File: config.mk
export PLATFORM = sky130hd
export DESIGN_NAME = gpio_ctrl_flat
export DESIGN_NICKNAME = d
export VERILOG_FILES = /design/src/rtl/gpio_ctrl_if.sv /design/src/rtl/gpio_ctrl.sv /design/src/flat_wrapper.sv
export SDC_FILE = /design/constraint.sdc
export NUM_CORES = 2
export LEC_CHECK = 0
export ABC_AREA = 0
export BUFFER_PORTS_ARGS = -buffer_cell sky130_fd_sc_hd__buf_2
export CAP_MARGIN = 0
export CORE_UTILIZATION = 45
export CTS_CLUSTER_DIAMETER = 100
export DETAILED_ROUTE_END_ITERATION = 8
export PLACE_DENSITY = 0.63
export SETUP_SLACK_MARGIN = 0.02
export SLEW_MARGIN = 0
export SYNTH_ARGS = -nofsm -noshare
export SYNTH_HDL_FRONTEND = slang
export SYNTH_SLANG_ARGS = --single-unit
File: constraint.sdc
create_clock -name PCLK -period 2.7 [get_ports PCLK]
set_clock_uncertainty 0.05 [all_clocks]
set_input_delay 0.27 -clock PCLK [delete_from_list [all_inputs] [get_ports PCLK]]
set_output_delay 0.27 -clock PCLK [all_outputs]
set_load 0.005 [all_outputs]
File: src/rtl/gpio_ctrl_if.sv
// APB bus bundle for the GPIO controller. The clock and reset travel with
// the bus so that the slave sees them through the same modport.
interface apb_bus_t (
    input logic PCLK,
    input logic PRESETn
);
    logic        PSEL;
    logic        PENABLE;
    logic        PWRITE;
    logic [31:0] PADDR;
    logic [31:0] PWDATA;
    logic [31:0] PRDATA;
    logic        PREADY;

    modport master (
        input  PCLK, PRESETn, PRDATA, PREADY,
        output PSEL, PENABLE, PWRITE, PADDR, PWDATA
    );

    modport slave (
        input  PCLK, PRESETn, PSEL, PENABLE, PWRITE, PADDR, PWDATA,
        output PRDATA, PREADY
    );
endinterface

File: src/rtl/gpio_ctrl.sv
// Parametrised APB GPIO controller: direction/output registers with atomic
// set/clear/toggle, synchronised and optionally debounced inputs, per-pin
// edge/level interrupts with sticky write-1-to-clear status.
module gpio_ctrl #(
    parameter int N_GPIOS     = 32,
    parameter int SYNC_STAGES = 2,
    parameter int DB_W        = 16
) (
    apb_bus_t.slave              apb_bus,
    output logic [N_GPIOS-1:0]   dir_o,
    output logic [N_GPIOS-1:0]   val_o,
    input  logic [N_GPIOS-1:0]   val_i,
    output logic [N_GPIOS-1:0]   irq_o,
    output logic                 irq_any_o
);

    localparam logic [3:0] REG_DIR      = 4'd0;
    localparam logic [3:0] REG_OUT      = 4'd1;
    localparam logic [3:0] REG_IN       = 4'd2;
    localparam logic [3:0] REG_INV      = 4'd3;
    localparam logic [3:0] REG_IRQ_EN   = 4'd4;
    localparam logic [3:0] REG_IRQ_LVL  = 4'd5;
    localparam logic [3:0] REG_IRQ_POL  = 4'd6;
    localparam logic [3:0] REG_IRQ_ANY  = 4'd7;
    localparam logic [3:0] REG_STATUS   = 4'd8;
    localparam logic [3:0] REG_DB_EN    = 4'd9;
    localparam logic [3:0] REG_DB_CNT   = 4'd10;
    localparam logic [3:0] REG_OUT_SET  = 4'd11;
    localparam logic [3:0] REG_OUT_CLR  = 4'd12;
    localparam logic [3:0] REG_OUT_TGL  = 4'd13;

    logic                clk;
    logic                rst_n;
    logic                access;
    logic                wr_en;
    logic                rd_en;
    logic [3:0]          reg_idx;
    logic [N_GPIOS-1:0]  wdata;
    logic [31:0]         rdata;
    logic                unused_bits;

    logic [N_GPIOS-1:0]  dir_q;
    logic [N_GPIOS-1:0]  out_q;
    logic [N_GPIOS-1:0]  inv_q;
    logic [N_GPIOS-1:0]  irq_en_q;
    logic [N_GPIOS-1:0]  irq_lvl_q;
    logic [N_GPIOS-1:0]  irq_pol_q;
    logic [N_GPIOS-1:0]  irq_any_q;
    logic [N_GPIOS-1:0]  status_q;
    logic [N_GPIOS-1:0]  db_en_q;
    logic [DB_W-1:0]     db_cnt_q;

    logic [N_GPIOS-1:0]  sync_q [SYNC_STAGES];
    logic [N_GPIOS-1:0]  sync_in;
    logic [N_GPIOS-1:0]  filt_q;
    logic [DB_W-1:0]     cnt_q [N_GPIOS];
    logic [N_GPIOS-1:0]  in_val;
    logic [N_GPIOS-1:0]  prev_q;

    logic [N_GPIOS-1:0]  rise;
    logic [N_GPIOS-1:0]  fall;
    logic [N_GPIOS-1:0]  edge_evt;
    logic [N_GPIOS-1:0]  lvl_evt;
    logic [N_GPIOS-1:0]  w1c;

    assign clk     = apb_bus.PCLK;
    assign rst_n   = apb_bus.PRESETn;
    assign access  = apb_bus.PSEL & apb_bus.PENABLE;
    assign wr_en   = access & apb_bus.PWRITE;
    assign rd_en   = access & ~apb_bus.PWRITE;
    assign reg_idx = apb_bus.PADDR[5:2];
    assign wdata   = apb_bus.PWDATA[N_GPIOS-1:0];

    // Address bits outside the register index are not decoded
    assign unused_bits = ^{apb_bus.PADDR[31:6], apb_bus.PADDR[1:0], apb_bus.PWDATA};

    // Zero-wait-state slave: every access phase completes immediately
    assign apb_bus.PREADY = access;
    assign apb_bus.PRDATA = rd_en ? rdata : 32'd0;

    // Control register writes, including atomic OUT set/clear/toggle
    always_ff @(posedge clk or negedge rst_n) begin
        if (!rst_n) begin
            dir_q     <= '0;
            out_q     <= '0;
            inv_q     <= '0;
            irq_en_q  <= '0;
            irq_lvl_q <= '0;
            irq_pol_q <= '0;
            irq_any_q <= '0;
            db_en_q   <= '0;
            db_cnt_q  <= '0;
        end else if (wr_en) begin
            case (reg_idx)
                REG_DIR:     dir_q     <= wdata;
                REG_OUT:     out_q     <= wdata;
                REG_INV:     inv_q     <= wdata;
                REG_IRQ_EN:  irq_en_q  <= wdata;
                REG_IRQ_LVL: irq_lvl_q <= wdata;
                REG_IRQ_POL: irq_pol_q <= wdata;
                REG_IRQ_ANY: irq_any_q <= wdata;
                REG_DB_EN:   db_en_q   <= wdata;
                REG_DB_CNT:  db_cnt_q  <= apb_bus.PWDATA[DB_W-1:0];
                REG_OUT_SET: out_q     <= out_q | wdata;
                REG_OUT_CLR: out_q     <= out_q & ~wdata;
                REG_OUT_TGL: out_q     <= out_q ^ wdata;
                default:     ;
            endcase
        end
    end

    // Pad input synchroniser chain
    always_ff @(posedge clk or negedge rst_n) begin
        if (!rst_n) begin
            for (int s = 0; s < SYNC_STAGES; s++) begin
                sync_q[s] <= '0;
            end
        end else begin
            sync_q[0] <= val_i;
            for (int s = 1; s < SYNC_STAGES; s++) begin
                sync_q[s] <= sync_q[s-1];
            end
        end
    end

    assign sync_in = sync_q[SYNC_STAGES-1];

    // Per-pin debounce: a change must persist for DB_CNT+1 cycles to reach filt
    always_ff @(posedge clk or negedge rst_n) begin
        if (!rst_n) begin
            filt_q <= '0;
            for (int i = 0; i < N_GPIOS; i++) begin
                cnt_q[i] <= '0;
            end
        end else begin
            for (int i = 0; i < N_GPIOS; i++) begin
                if (!db_en_q[i]) begin
                    filt_q[i] <= sync_in[i];
                    cnt_q[i]  <= '0;
                end else if (sync_in[i] == filt_q[i]) begin
                    cnt_q[i]  <= '0;
                end else if (cnt_q[i] == db_cnt_q) begin
                    filt_q[i] <= sync_in[i];
                    cnt_q[i]  <= '0;
                end else begin
                    cnt_q[i]  <= cnt_q[i] + DB_W'(1);
                end
            end
        end
    end

    assign in_val = filt_q ^ inv_q;

    // Previous IN value for edge detection
    always_ff @(posedge clk or negedge rst_n) begin
        if (!rst_n) begin
            prev_q <= '0;
        end else begin
            prev_q <= in_val;
        end
    end

    assign rise     = in_val & ~prev_q;
    assign fall     = ~in_val & prev_q;
    assign edge_evt = ~dir_q & ~irq_lvl_q &
                      ((irq_any_q & (rise | fall)) |
                       (~irq_any_q & ~irq_pol_q & rise) |
                       (~irq_any_q &  irq_pol_q & fall));
    assign lvl_evt  = ~dir_q & irq_lvl_q & (in_val ^ irq_pol_q);
    assign w1c      = (wr_en && reg_idx == REG_STATUS) ? wdata : '0;

    // Sticky status: an edge beats a same-cycle clear; a held level is
    // cleared for one cycle by W1C and re-asserts on the following cycle
    always_ff @(posedge clk or negedge rst_n) begin
        if (!rst_n) begin
            status_q <= '0;
        end else begin
            status_q <= (status_q & ~w1c) | edge_evt | (lvl_evt & ~w1c);
        end
    end

    // Register read mux; write-only and unmapped indices read zero
    always_comb begin
        rdata = 32'd0;
        case (reg_idx)
            REG_DIR:     rdata = 32'(dir_q);
            REG_OUT:     rdata = 32'(out_q);
            REG_IN:      rdata = 32'(in_val);
            REG_INV:     rdata = 32'(inv_q);
            REG_IRQ_EN:  rdata = 32'(irq_en_q);
            REG_IRQ_LVL: rdata = 32'(irq_lvl_q);
            REG_IRQ_POL: rdata = 32'(irq_pol_q);
            REG_IRQ_ANY: rdata = 32'(irq_any_q);
            REG_STATUS:  rdata = 32'(status_q);
            REG_DB_EN:   rdata = 32'(db_en_q);
            REG_DB_CNT:  rdata = 32'(db_cnt_q);
            default:     rdata = 32'd0;
        endcase
    end

    assign dir_o     = dir_q;
    assign val_o     = dir_q & (out_q ^ inv_q);
    assign irq_o     = status_q & irq_en_q;
    assign irq_any_o = |irq_o;

endmodule

File: src/flat_wrapper.sv
// flat-port wrapper written by rule: the top's interface ports become plain ports
module gpio_ctrl_flat 
#(
    parameter int N_GPIOS     = 32,
    parameter int SYNC_STAGES = 2,
    parameter int DB_W        = 16
)
  (dir_o, val_o, val_i, irq_o, irq_any_o, PCLK, PRESETn, apb_bus_PSEL, apb_bus_PENABLE, apb_bus_PWRITE, apb_bus_PADDR, apb_bus_PWDATA, apb_bus_PRDATA, apb_bus_PREADY);
  apb_bus_t apb_bus_i (.PCLK(PCLK), .PRESETn(PRESETn));
  output logic [N_GPIOS-1:0] dir_o;
  output logic [N_GPIOS-1:0] val_o;
  input  logic [N_GPIOS-1:0] val_i;
  output logic [N_GPIOS-1:0] irq_o;
  output logic irq_any_o;
  input wire logic PCLK;
  input wire logic PRESETn;
  input wire logic [$bits(apb_bus_i.PSEL)-1:0] apb_bus_PSEL;
  input wire logic [$bits(apb_bus_i.PENABLE)-1:0] apb_bus_PENABLE;
  input wire logic [$bits(apb_bus_i.PWRITE)-1:0] apb_bus_PWRITE;
  input wire logic [$bits(apb_bus_i.PADDR)-1:0] apb_bus_PADDR;
  input wire logic [$bits(apb_bus_i.PWDATA)-1:0] apb_bus_PWDATA;
  output wire logic [$bits(apb_bus_i.PRDATA)-1:0] apb_bus_PRDATA;
  output wire logic [$bits(apb_bus_i.PREADY)-1:0] apb_bus_PREADY;
  assign apb_bus_i.PSEL = apb_bus_PSEL;
  assign apb_bus_i.PENABLE = apb_bus_PENABLE;
  assign apb_bus_i.PWRITE = apb_bus_PWRITE;
  assign apb_bus_i.PADDR = apb_bus_PADDR;
  assign apb_bus_i.PWDATA = apb_bus_PWDATA;
  assign apb_bus_PRDATA = apb_bus_i.PRDATA;
  assign apb_bus_PREADY = apb_bus_i.PREADY;
  gpio_ctrl #(.N_GPIOS(N_GPIOS), .SYNC_STAGES(SYNC_STAGES), .DB_W(DB_W)) u_core (.apb_bus(apb_bus_i), .dir_o(dir_o), .val_o(val_o), .val_i(val_i), .irq_o(irq_o), .irq_any_o(irq_any_o));
endmodule
[Word level (Yosys, flattened, before mapping)]
Cells that the tools add are included.
Cells by class
  add/sub/neg operators: 32
  equal/unequal tests: 141
  mux-type cells: 196
  bitwise gates (word level): 38
  reductions and logical operators: 45
Operators by type and width (count)
  2-to-1 mux 16 bit: 96
  adder 16 x 1 -> 16 bit, second input constant: 32
  AND 32 bit: 16
  equality test 16 bit: 32
  case mux 32 bit (11 select lines): 1
  NOT 32 bit: 8
  bitwise OR 32 bit: 6
  != test 2 bit, second input constant: 64
  case mux 32 bit (4 select lines): 1
  XOR 32 bit: 4
  2-to-1 mux 1 bit: 96
  AND reduction 2 bit: 41
  2-to-1 mux 32 bit: 2
  equality test 1 bit: 32
  OR reduction 32 bit: 1
  equality test 4 bit, second input constant: 6
  equality test 4 x 3 -> 1 bit, second input constant: 4
  equality test 4 x 2 -> 1 bit, second input constant: 2
  equality test 4 x 1 -> 1 bit, second input constant: 1
  zero test 4 bit: 1
  nonzero test 4 bit: 1
  AND 1 bit: 3
  logical AND 1 bit: 1
  NOT 1 bit: 1
Word-level totals
  register bits after elaboration: 944
  bits of input ports: 101
  output and inout bits: 130

[Longest topological paths before layout]
  depth in word-level cells: 10
  mapped depth: 8
  depth with buffers taken out: 6

[Worst setup path before layout]
OpenSTA, ideal clock, no wires.
  kind: reg2out
  from: register u_core.irq_en_q[26]
  to: output port irq_any_o
  arrival time: 1.952 ns
  required time: 2.380 ns
  slack: 0.428 ns
  cell stages (with the launch flop): 5
  path buffers: 0
  cells stage by stage: dfrtp_1 > and2_4 > or4_1 > or4_1 > or4_1
Between the ends
  word-level cells in the longest chain between the ends: 2
RTL lines
  start, declared: RTL line gpio_ctrl.sv:45  | logic [N_GPIOS-1:0] irq_en_q;
  start signal, assigned: RTL line gpio_ctrl.sv:98  | REG_IRQ_EN: irq_en_q <= wdata;
  AND 32 bit: RTL line gpio_ctrl.sv:203  | assign irq_o = status_q & irq_en_q;
  net irq_o[26]: RTL line flat_wrapper.sv:13  | output logic [N_GPIOS-1:0] irq_o;
  OR reduction 32 bit: RTL line gpio_ctrl.sv:204  | assign irq_any_o = |irq_o;
  end, declared: RTL line flat_wrapper.sv:14  | output logic irq_any_o;
The timed path passes the listed nets, and every way through them passes these cells.

[Worst setup path after layout]
  from: register u_core.irq_en_q[5]
  to: output port irq_any_o
Between the ends
  word-level cells in the longest chain between the ends: 2
RTL lines (RTL line)
  AND 32 bit: gpio_ctrl.sv:203
  OR reduction 32 bit: gpio_ctrl.sv:204
No other way between the ends.

==> flow_summary.json <==
{
  "status": "finished, violations left",
  "violations": "setup timing",
  "num_vias": 39700,
  "cts_buffers": 105,
  "endpoint_kind": "output pin",
  "utilization_pct": 52.9,
  "synth_top_area_share_pct": 45.5,
  "vias_per_cell": 5.58,
  "holdCritStartpoint": "val_i[17]",
  "relSlewSlack_pct": 28.8,
  "slowest_stage": "or4_4",
  "start_util_pct": 45.4,
  "min_path_cells": 2,
  "drc": 0,
  "ant_nets": 0,
  "routabilityCongestion": 0.945,
  "synth_seq_area_share_pct": 45.5,
  "worstRegToRegCells": 6,
  "max_stage_delay_ps": 540,
  "p_per_area_nw_per_um2": 623,
  "hold_class": "input pin to register",
  "synth_fp_nets": 5403,
  "clk_latency_ps": 700,
  "period_share_pct": 119,
  "tightest_slew_ps": 1070,
  "yosysTopAreaCell": "dfrtp_1",
  "grt_max_degree": 112,
  "drv_cap": 0,
  "h-tree-depth": 3,
  "total_power_mw": 37.7,
  "crit_fanout": 2,
  "ios": 231,
  "cts_tree": "yes",
  "crit-reg2reg-launch": "u_core.db_cnt_q[12]$_DFFE_PN0P_",
  "portBuffers": 202,
  "yosys_warnings": 0,
  "drv_slew": 0,
  "place_hpwl_um": 105000,
  "die_h_um": 341,
  "pre_cts_slack_ps": -17.3,
  "cp.required_ps": 2380,
  "worst_slack_ps": -523,
  "drtIter0Drc": 3312,
  "clkSlewWorstSetupHoldPaths_ps": 60,
  "yosysMostFrequentCell": "dfrtp_1",
  "ir_drop_uv": 498,
  "rows": 124,
  "synth-async-reset-ratio_pct": 100,
  "die_area_um2": 117000,
  "antenna_found_initial": 3,
  "holdPathEnd": "u_core.sync_q[49]$_DFF_PN0_",
  "clkSinkCount": 944,
  "gr-total-overflow": 0,
  "rrSetupSlack_ps": 300,
  "fin_hold_ws_ps": 166,
  "syn_area_um2": 51900,
  "layout_min_cycle_time_ps": 3220,
  "drive_above_1_share_pct": 12.5,
  "placeableCoreArea_um2": 114000,
  "dr.pass1.iters": 8,
  "hold_violations": 0,
  "synth_edf_count": 0,
  "num-nets-final": 5779,
  "synthCells": 5142,
  "grtUsageTotal_pct": 26.7,
  "setup-tns-final_ps": -523,
  "finalSetupViolCount": 1,
  "netlist-cell-type-count": 57,
  "die_x_um": 341,
  "p_leak_nw": 28.7,
  "grt_pass1_wl_um": 240000,
  "cpMostUsedCell": "or4_4",
  "root_buffer": "clkbuf_16",
  "grt_setup_unrepaired": "yes",
  "ys_seq_elements": 944,
  "ys.flop_type": "dfrtp_1",
  "crit_arrival_ps": 2900,
  "synthTopCellsByArea": "dfrtp_1, xor2_1, nor2_1",
  "routedWlPerCell_um": 22.0,
  "wl_um": 156000,
  "fmax_mhz": 310,
  "syn_to_final_growth_pct": 16.7,
  "startpoint_type": "register",
  "avgSynthCellArea_um2": 10.1,
  "r2r-end": "u_core.filt_q[16]$_DFFE_PN0P_",
  "cp_cell_sequence": "and2_4 -> or4_4 -> or4_4 -> or4_4 -> buf_6",
  "cts_buffer_depth": 3,
  "synth_common_cells": "dfrtp_1, xor2_1, nor2_1",
  "grt_pass1_vias": 39200,
  "crit_type": "register to output pin"
}
==> how the worst max path moves through the flow <==
| stage | from | to | slack [ps] | cells after the start |
|---|---|---|---|---|
| final | u_core.irq_en_q[5]$_DFFE_PN0P_ | irq_any_o | -520 | 5 |
| after floorplan | u_core.irq_en_q[26]$_DFFE_PN0P_ | irq_any_o | 430 | 4 |
| after CTS | u_core.irq_en_q[5]$_DFFE_PN0P_ | irq_any_o | -550 | 5 |
| after global placement | u_core.irq_en_q[25]$_DFFE_PN0P_ | irq_any_o | -20 | 5 |
| after global routing | u_core.irq_en_q[12]$_DFFE_PN0P_ | irq_any_o | -580 | 5 |
| after detailed placement | u_core.irq_en_q[25]$_DFFE_PN0P_ | irq_any_o | -20 | 5 |
==> flip-flops by register name, summed over array words and instances, names as in the netlist <==
| signal | cells |
|---|---|
| u_core.irq_pol_q | 32 |
| u_core.prev_q | 32 |
| u_core.filt_q | 32 |
| u_core.db_cnt_q | 16 |
| u_core.sync_in | 32 |
| u_core.irq_en_q | 32 |
| u_core.cnt_q | 512 |
| u_core.sync_q | 32 |
| u_core.db_en_q | 32 |
| u_core.irq_lvl_q | 32 |
| u_core.inv_q | 32 |
| u_core.dir_o | 32 |
| u_core.irq_any_q | 32 |
| u_core.out_q | 32 |
| u_core.status_q | 32 |
==> cells in the final DEF (no fill, tap or decap), types with 106 or more instances in the layout <==
cell,count
buf_4,168
nor2_1,653
clkbuf_16,106
buf_2,199
dfrtp_1,924
nand2_1,320
xor2_1,851
inv_1,179
mux2_1,200
nor4_1,148
nand3_1,251
xnor2_1,236
ha_1,160
==> where the power goes <==
group	switching, mW	leakage [nW]	internal (mW)
registers	1.45	12.5	15.1
clock network	5.98	1.66	8.38
logic	3.93	14.5	2.88
==> stage by stage <==
step | cells | area (um^2)
5_1_grt | 7116 | 60500
6_report | 7118 | 60500
2_1_floorplan | 5142 | 51900
4_1_cts | 7110 | 60400
3_5_place_dp | 6842 | 56100
3_3_place_gp | 6842 | 56100
==> repair_timing <==
item | 4_1_cts | 5_1_grt
hold endpoints to repair | 706 | 0
hold buffers | 66 | 0
setup buffers | 10 | 6
pin swaps | 3 | 0
setup endpoints to repair | 14 | 12
resized for setup | 22 | 10
==> metal layers <==
layer / part of all wire [%] / global-route usage [%] / up-vias / wire (um)
li1: - / - / 18300 / -
met1: 44 / 36.4 / 19900 / 68200
met2: 46 / 42.6 / 1270 / 71400
met3: 6.7 / 4.23 / 319 / 10400
met4: 4.0 / 10.7 / 0 / 6330
met5: 0 / 0 / - / 0
==> logic make-up after synthesis <==
logic type	Yosys count	synth area share, %
AO/OA/AOI/OAI	454	6.06
XOR/XNOR	1098	18.5
adder cells (fa/ha/maj)	160	3.86
buffers and inverters	403	3.23
flip-flops	944	45.5
multiplexers	289	6.21
AND/OR/NAND/NOR	1794	16.6
==> area by class of cell <==
cell class                      instances  area [um^2]
Inverter                              183          687
Tap cell                             1512         1890
Antenna cell                            2         5.00
Clock buffer                          152         3010
Sequential cell                       944        23700
Fill cell                           10200        53800
Multi-Input combinational cell       3795        26800
Clock inverter                         41          433
Timing Repair Buffer                  489         4020
==> worst max-delay path: cells and delay by family, from the launching register on <==
family	cells	cell delay, ps
buf+inv	1	130
flops	1	380
simple gates	4	1700
(Power assumes the default switching activity.)
